### src/rtl/div_seq_pkg.sv
// rtl/div_seq_pkg.sv - shared encodings, FSM states and op decode helpers for div_seq
package div_seq_pkg;

  localparam int XLEN_DEF  = 32;
  localparam int TAG_W_DEF = 5;

  // op_sel encodings (funct3[1:0] of the RV32M divide group)
  localparam logic [1:0] OP_DIV  = 2'b00;
  localparam logic [1:0] OP_DIVU = 2'b01;
  localparam logic [1:0] OP_REM  = 2'b10;
  localparam logic [1:0] OP_REMU = 2'b11;

  typedef enum logic [1:0] {
    ST_IDLE    = 2'd0,
    ST_SPECIAL = 2'd1,
    ST_WAIT    = 2'd2,
    ST_RESP    = 2'd3
  } state_t;

  function automatic logic op_is_signed(input logic [1:0] sel);
    return (sel == OP_DIV) || (sel == OP_REM);
  endfunction

  function automatic logic op_is_rem(input logic [1:0] sel);
    return (sel == OP_REM) || (sel == OP_REMU);
  endfunction

endpackage

### src/rtl/div_sign_fix.sv
// rtl/div_sign_fix.sv - conditional two's-complement negate of a W-bit value
module div_sign_fix #(
  parameter int W = 32
) (
  input  logic [W-1:0] i_value,
  input  logic         i_neg,
  output logic [W-1:0] o_value
);

  // Negating the most negative value wraps to itself, which is exactly the magnitude we want.
  assign o_value = i_neg ? (~i_value + {{(W-1){1'b0}}, 1'b1}) : i_value;

endmodule

### src/rtl/div_seq.sv
// rtl/div_seq.sv - RV32M divide sequencer in front of an unsigned iterative divider (optional DIV_SEQ_FLUSH_EN adds flush_in)
module div_seq
  import div_seq_pkg::*;
#(
  parameter int XLEN  = XLEN_DEF,
  parameter int TAG_W = TAG_W_DEF
) (
  input  logic             clk_in,
  input  logic             reset_n_in,
`ifdef DIV_SEQ_FLUSH_EN
  input  logic             flush_in,
`endif
  input  logic             op_valid_in,
  output logic             op_ready_out,
  input  logic [1:0]       op_sel_in,
  input  logic [XLEN-1:0]  rs1_in,
  input  logic [XLEN-1:0]  rs2_in,
  input  logic [TAG_W-1:0] rd_in,
  output logic             res_valid_out,
  input  logic             res_ready_in,
  output logic [XLEN-1:0]  res_data_out,
  output logic [TAG_W-1:0] res_rd_out,
  output logic             busy_out,
  output logic             div_req_out,
  output logic             div_is_q_out,
  output logic [XLEN-1:0]  div_dividend_out,
  output logic [XLEN-1:0]  div_divitor_out,
  input  logic             div_ready_in,
  input  logic [XLEN-1:0]  div_result_in
);

  localparam logic [XLEN-1:0] MIN_NEG = {1'b1, {(XLEN-1){1'b0}}};

  state_t           r_state;
  state_t           w_state_nxt;
  logic             r_is_rem;
  logic             r_neg_q;
  logic             r_neg_r;
  logic             r_dz;
  logic [XLEN-1:0]  r_dividend;
  logic [XLEN-1:0]  r_divisor;
  logic [TAG_W-1:0] r_rd;
  logic [XLEN-1:0]  r_res;

  logic             w_flush;
  logic             w_signed;
  logic             w_s1;
  logic             w_s2;
  logic             w_dz;
  logic             w_ovf;
  logic             w_accept;
  logic             w_load_res;
  logic             w_res_neg;
  logic [XLEN-1:0]  w_abs1;
  logic [XLEN-1:0]  w_abs2;
  logic [XLEN-1:0]  w_raw;
  logic [XLEN-1:0]  w_res;

`ifdef DIV_SEQ_FLUSH_EN
  assign w_flush = flush_in;
`else
  assign w_flush = 1'b0;
`endif

  assign w_signed = op_is_signed(op_sel_in);
  assign w_s1     = w_signed & rs1_in[XLEN-1];
  assign w_s2     = w_signed & rs2_in[XLEN-1];
  assign w_dz     = (rs2_in == '0);
  assign w_ovf    = w_signed & (rs1_in == MIN_NEG) & (rs2_in == '1);
  assign w_accept = (r_state == ST_IDLE) & op_valid_in & ~w_flush;

  div_sign_fix #(.W(XLEN)) u_abs_rs1 (.i_value(rs1_in), .i_neg(w_s1), .o_value(w_abs1));
  div_sign_fix #(.W(XLEN)) u_abs_rs2 (.i_value(rs2_in), .i_neg(w_s2), .o_value(w_abs2));

  // Pre-sign result: divider output, or the special-case magnitude. Div-by-zero remainder is the
  // dividend magnitude re-signed by neg_r, which recovers rs1 exactly.
  always_comb begin
    w_raw = div_result_in;
    if (r_state == ST_SPECIAL) begin
      if (r_is_rem) w_raw = r_dz ? r_dividend : '0;
      else          w_raw = r_dz ? '1 : MIN_NEG;
    end
  end

  assign w_res_neg  = r_is_rem ? r_neg_r : r_neg_q;
  assign w_load_res = ~w_flush & ((r_state == ST_SPECIAL) | ((r_state == ST_WAIT) & div_ready_in));

  div_sign_fix #(.W(XLEN)) u_fix_res (.i_value(w_raw), .i_neg(w_res_neg), .o_value(w_res));

  // State register
  always_ff @(posedge clk_in or negedge reset_n_in) begin
    if (!reset_n_in) r_state <= ST_IDLE;
    else             r_state <= w_state_nxt;
  end

  // Next-state and handshake outputs
  always_comb begin
    w_state_nxt   = r_state;
    op_ready_out  = 1'b0;
    res_valid_out = 1'b0;
    busy_out      = 1'b1;
    div_req_out   = 1'b0;
    div_is_q_out  = 1'b0;
    case (r_state)
      ST_IDLE: begin
        op_ready_out = 1'b1;
        busy_out     = 1'b0;
        if (w_accept) w_state_nxt = (w_dz | w_ovf) ? ST_SPECIAL : ST_WAIT;
      end
      ST_SPECIAL: w_state_nxt = ST_RESP;
      ST_WAIT: begin
        div_req_out  = 1'b1;
        div_is_q_out = r_is_rem;
        if (div_ready_in) w_state_nxt = ST_RESP;
      end
      ST_RESP: begin
        res_valid_out = 1'b1;
        if (res_ready_in) w_state_nxt = ST_IDLE;
      end
      default: w_state_nxt = ST_IDLE;
    endcase
    if (w_flush && (r_state != ST_IDLE)) w_state_nxt = ST_IDLE;
  end

  // Operand/sign capture on accept, result capture when it becomes known
  always_ff @(posedge clk_in or negedge reset_n_in) begin
    if (!reset_n_in) begin
      r_is_rem   <= 1'b0;
      r_neg_q    <= 1'b0;
      r_neg_r    <= 1'b0;
      r_dz       <= 1'b0;
      r_dividend <= '0;
      r_divisor  <= '0;
      r_rd       <= '0;
      r_res      <= '0;
    end else begin
      if (w_accept) begin
        r_is_rem   <= op_is_rem(op_sel_in);
        r_neg_q    <= w_signed & (rs1_in[XLEN-1] ^ rs2_in[XLEN-1]) & ~w_dz;
        r_neg_r    <= w_s1;
        r_dz       <= w_dz;
        r_dividend <= w_abs1;
        r_divisor  <= w_abs2;
        r_rd       <= rd_in;
      end
      if (w_load_res) r_res <= w_res;
    end
  end

  assign res_data_out     = r_res;
  assign res_rd_out       = r_rd;
  assign div_dividend_out = r_dividend;
  assign div_divitor_out  = r_divisor;

endmodule

### config.mk
export PLATFORM = sky130hd
export DESIGN_NAME = div_seq
export DESIGN_NICKNAME = d
export VERILOG_FILES = /design/src/rtl/div_seq_pkg.sv /design/src/rtl/div_sign_fix.sv /design/src/rtl/div_seq.sv
export SDC_FILE = /design/constraint.sdc
export NUM_CORES = 1
export LEC_CHECK = 0
export CAP_MARGIN = 15
export CELL_PAD_IN_SITES_DETAIL_PLACEMENT = 0
export CELL_PAD_IN_SITES_GLOBAL_PLACEMENT = 1
export CORE_MARGIN = 2
export CORE_UTILIZATION = 33
export CTS_CLUSTER_DIAMETER = 100
export DETAILED_ROUTE_END_ITERATION = 6
export PLACE_DENSITY_LB_ADDON = 0.15
export SLEW_MARGIN = 25
export SYNTH_ARGS = -nofsm -noshare
export SYNTH_HDL_FRONTEND = slang
export SYNTH_HIERARCHICAL = 1
export SYNTH_SLANG_ARGS = --single-unit
### constraint.sdc
create_clock -name clk_in -period 2.7 [get_ports clk_in]
set_input_delay 0.54 -clock clk_in [delete_from_list [all_inputs] [get_ports clk_in]]
set_output_delay 0.54 -clock clk_in [all_outputs]
set_load 0.01 [all_outputs]
* After elaboration in Yosys (flattened, before gate mapping)
Cells that the tools add are included.
** Cells by class
- Add/sub/neg operators :: 3
- Multiply operators :: 0
- Div/mod/pow operators :: 0
- Order comparisons :: 0
- Eq/ne operators :: 10
- Shift-type cells :: 0
- Muxes and demuxes :: 18
- Bitwise gates (word level) :: 15
- Reductions and logical operators :: 6
** Operators with widths (number)
- 32-bit two-way mux :: 6
- 32-bit by 1-bit adder with 32-bit output, second input constant :: 3
- 32-bit NOT :: 3
- 32-bit equality test, second input constant :: 2
- 32-bit zero test :: 1
- 31-bit two-way mux :: 1
- 1-bit bitwise AND :: 8
- 2-bit equality test, second input constant :: 4
- 2-bit two-way mux :: 4
- 2-bit case mux with 4 select lines :: 1
- 1-bit two-way mux :: 6
- 2-bit != test, second input constant :: 3
- 2-bit zero test :: 2
- 3-bit AND reduction :: 1
- 2-bit by 1-bit equality test with 1-bit output, second input constant :: 1
- 1-bit logical OR :: 2
- 1-bit bitwise OR :: 2
- 1-bit NOT :: 1
- 1-bit bitwise XOR :: 1
** Word-level totals
- Bits in registers :: 107
- Latch bits :: 0
- Memory bits (writable) :: 0
- Bits in read-only memories :: 0
- Input port bits :: 108
- Output and inout port bits :: 106
- Logic and storage cells :: 61
- Memories kept :: 0

* Logic depth before layout (Yosys ltp)
- Word-level depth :: 8
- Depth in mapped cells :: 13
- Mapped depth without buffers :: 11

* By module
Netlist, hierarchy kept.
** Modules (own cells, without submodules)
- div_seq :: times used 1, cells each 396, area an instance 4877.2 sq um, seq. area each 2677.6 sq um
- div_sign_fix :: times used 3, cells each 99, area an instance 777.0 sq um, seq. area each 0.0 sq um

* Worst setup path after synthesis
OpenSTA, ideal clock, no wires.
- Path kind :: register -> register
- From :: reg r_state[1]
- To :: reg r_res[27], in the netlist res_data_out[27]
- Setup time :: 0.128 ns
- Arrival :: 2.671 ns
- Required time :: 2.572 ns
- Path slack :: -0.099 ns
- Stages on the path, launching flop included :: 11
- Buffers on the path :: 2
- Clock period less this slack :: 2.799 ns
- Path through :: dfrtp_1 > inv_1 > ha_1 > clkbuf_1 > clkbuf_1 > o21ai_1 > nor4_4 > nand4b_2 > o41ai_2 > xnor2_1 > mux2_1
** Between the ends
- Cells in the longest elaborated chain, start to end :: 5
- Elaborated cells on any way between the ends :: 8
- Classes of those cells :: 1 x add/sub; 2 x eq/ne; 2 x mux; 3 x bitwise
** RTL lines
- from (decl) :: RTL line div_seq.sv:34 : state_t r_state;
- from (signal assigned) :: RTL line div_seq.sv:93 : else r_state <= w_state_nxt;
- 2-bit by 1-bit equality test with 1-bit output :: RTL line div_seq.sv:79 : if (r_state == ST_SPECIAL) begin
- 32-bit two-way mux :: RTL line div_seq.sv:79
- named net w_raw[6] :: RTL line div_seq.sv:56 : logic [XLEN-1:0] w_raw;
- 32-bit NOT :: RTL line div_sign_fix.sv:11 : assign o_value = i_neg ? (~i_value + {{(W-1){1'b0}}, 1'b1}) : i_value;
- 32-bit by 1-bit adder with 32-bit output :: RTL line div_sign_fix.sv:11
- 32-bit two-way mux :: RTL line div_sign_fix.sv:11
- named net w_res[27] :: RTL line div_seq.sv:57 : logic [XLEN-1:0] w_res;
- to (signal assigned) :: RTL line div_seq.sv:146 : if (w_load_res) r_res <= w_res;
- to (decl) :: RTL line div_seq.sv:43 : logic [XLEN-1:0] r_res;
The timed path passes the listed nets, and every way through them passes these cells.
A chain may end at the register's enable or synchronous reset.

* Worst setup path in the final report
- From :: reg r_state[1]
- To :: reg r_res[26], in the netlist res_data_out[26]
Same word-level chain as after synthesis.

==> results.md <==
- Hold buffer count at cts: 0
- Min Tclk post-route: around 2.6 ns
- DR vias: 6705
- Max VDD drop: ~0.00042 V
- Layout cells sized above 1: about a fifth
- Die width: around 150 um
- PortBufs: roughly 210
- Worst-margin pin slew: about 0.85 ns
- Sequential area share after synthesis: a little under two fifths
- Status: finished clean
- Clock skew: 0.007185 ns
- Area grow syn2layout: 54.99%
- Synth Instances: 693
- YS warnings: 6
- Setup TNS: 0 ns
- Post-route ant nets: 0
- Worst EP arrival: between 2 and 3 ns
- Max Fclk: 379.6 MHz
- First-pass GRT wire length: 36380 um
- CTS max path bufs: 2
- Post-synth cell types: about 40
- Final period util: between 90% and 100%
- Setup CP Type: register to register
- Worst min-delay path class: input pin to asynchronous set/reset pin
- Largest net degree at the start of global routing: 57
- Internal cell power: approximately 6.3 mW
- Fillers: ~2000
- First DRT Iteration DRCs: between 200 and 300
- CP max FO: 8
- Worst EP required: 2.94 ns
- Worst slew margin: around 43%
- GR Overflow Total: 0
- Syn Std Cell Area: 7208 um2
- Core footprint: approximately 22000 um2
- FF+latch area: around 2700 um2
- Most used DFF post-synth: dfrtp_1
- Startpoint Class: register
- Max Cap Violations: 0
- CTS buffer count: 9
- DRC viols: 0
- Switching Share: a little under two fifths
- Drt first pass iters: 5
- Leakage: between 4 and 5 nW
- WL/cell: 18.17 um
- DP HPWL: 18510 um
- Pwr dens: around 900 nW/um2
- Final Net Count: 1132
- Initial Utilization: approximately a third
- Synthesized area per cell: around 10 um2
- Async SR Flop Fraction: 100.0%
- Psw: around 3.7 mW
- Post-synth EDFFs: 0
- Rows: 54
- GR Util All Layers: about a fifth
- GP Congestion: 0.8763
- Worst hold slack: 0.1949 ns
- RSZ-0062 raised after global routing: true
- Die ar.: between 20000 and 25000 um2
- Number of vias per cell: about 5.1
- Final Slew Violations: 0
- Worst setup EP type: register
- Clock Latency Late Sink: 0.35 ns
- Final Setup Violations: 0
- Multi-input logic area: 4390 um2
- Top Ports: approximately 210
- Sink Count: between 100 and 150
- Crit path from: r_state[1]$_DFFE_PN0P_
- Comb pwr share: a little under three fifths
- Final WL: 23680 um
- Final Core Density: slightly above 50%
- H-tree depth: 3
- Mapped Nets: 808
- Clk root buf: clkbuf_16
- Sequential share of power: between 30% and 40%
- Clock Power Share: between 10% and 20%
- Final hold vios: 0
- Initial antenna violation count: 2
- Vias in the first global route: 6756
- Reg2reg start: r_state[1]$_DFFE_PN0P_
- Die Ht: roughly 150 um
- CTS tree: built
- Yosys reg bits: 107
- Clk slew on worst S/H paths: about 0.07 ns
-- cells by family (layout without fill, tap and decap cells) --
| family | count (synthesis) | after routing | synth area share (%) |
|---|---|---|---|
| compound gates | 151 | 151 | 15.34 |
| xor+xnor | 91 | 91 | 11.06 |
| fa+ha+maj | 7 | 7 | 1.215 |
| buf+inv | 83 | 412 | 4.530 |
| flops | 107 | 107 | 37.15 |
| mux | 103 | 103 | 16.09 |
| other cells | 0 | 1 | 0 |
| simple gates | 151 | 151 | 14.62 |
-- repair_timing --
action,in CTS,in global routing
setup endpoints to repair,1,18
cloned,0,1
pin swaps,0,10
buffers inserted,0,8
resized for setup,0,34
-- worst max-delay path, stage by stage, from the launching register on --
cell and delay (ns):
dfrtp_1 0.37, inv_2 0.06, ha_4 0.19, buf_4 0.16, o211ai_1 0.14, o21ai_2 0.13
nor4_4 0.28, buf_6 0.17, buf_4 0.12, nand3b_1 0.11, buf_4 0.18, o41ai_4 0.23
xnor2_1 0.10, mux2_1 0.28
-- layer usage --
metal / track usage (%) / vias up / routed length, um
met2: 33.78 / 198 / 11560
met4: 6.667 / 2 / 467
li1: - / 3212 / -
met3: 4.341 / 30 / 1450
met1: 26.09 / 3263 / 10190
met5: 0 / - / 11
-- placed cells by master (no fill, tap or decap), types with 26 or more instances in the layout --
master	n
inv_1	44
mux2_1	102
dfrtp_1	107
o211ai_1	31
xnor2_1	91
clkdlybuf4s50_1	212
buf_4	127
o21ai_1	26
o21ai_0	27
nand2_1	37
-- cell type report --
| class | instances | area share (%) |
|---|---|---|
| antenna | 1 | 0.02240 |
| clock buffer | 10 | 2.139 |
| clock inverter | 6 | 0.5600 |
| inverter | 46 | 1.568 |
| multi-input combinational | 503 | 39.30 |
| sequential | 107 | 23.97 |
| tap | 280 | 3.136 |
| timing repair buffer | 350 | 29.31 |
-- final timing paths --
kind                                           endpoint  slack [ns]  depth (start not counted)
max                        res_data_out[26]$_DFFE_PN0P_        0.07                         13
min                         res_data_out[4]$_DFFE_PN0P_        0.19                          1
max reg2reg                res_data_out[26]$_DFFE_PN0P_        0.07                         13
min reg2reg                res_data_out[24]$_DFFE_PN0P_        0.49                          1
max in group asynchronous     res_rd_out[3]$_DFFE_PN0P_        1.86                          2
min in group clk_in        res_data_out[24]$_DFFE_PN0P_        0.49                          1
-- state kept, by name, indices dropped and copies added (netlist names) --
register and flops:
div_dividend_out 32, div_divitor_out 32, res_data_out 32, res_rd_out 5, r_state 2, r_dz 1
r_is_rem 1, r_neg_q 1, r_neg_r 1
-- power groups by stage --
stage               Combinational (mW)  Sequential [mW]  Clock, mW
floorplan                         2.25             3.27          0
global placement                  5.26             3.07          0
detailed placement                5.36             3.10          0
CTS                               5.38             3.08       1.42
global route                      6.01             3.18       1.50
finish                            5.55             3.06       1.39
-- through the flow --
stage | total power [mW] | cells | instance area (um2) | worst slack, ns
finish | 9.999 | 1303 | 11170 | 0.06560
global route | 10.69 | 1302 | 11170 | -0.04602
CTS | 9.878 | 1293 | 10910 | -0.01365
detailed placement | 8.453 | 1277 | 10610 | -0.05379
global placement | 8.333 | 1277 | 10610 | -0.05944
floorplan | 5.520 | 693 | 7213 | 0.0002307
-- synthesized netlist by cell type, types with 2 or more instances --
cell      number  share of area (%)
dfrtp_1      107                 37
mux2_1       102                 16
xnor2_1       91                 11
inv_1         45                2.3
nand2_1       39                2.0
o21ai_1       32                2.2
o211ai_1      31                3.2
o21ai_0       29                2.0
o31ai_1       25                2.6
clkbuf_1      21                1.1
nor4_1        19                1.6
nand4_1       18                1.6
o41ai_1       16                1.9
nor4_4        13                3.8
o41ai_2       12                2.7
buf_1         10               0.52
nand2b_1      10               0.87
nand3_1       10               0.69
nor3_1         8               0.56
ha_1           7                1.2
nor2_1         6               0.31
or2b_1         6               0.62
nor2b_1        4               0.35
buf_2          3               0.21
buf_4          3               0.31
nand3b_1       3               0.31
nand4b_2       3               0.62
or2_2          3               0.26
or3_1          3               0.26
nand4b_1       2               0.24
or4_1          2               0.21
Note: power is estimated with default switching activity, not from simulation.
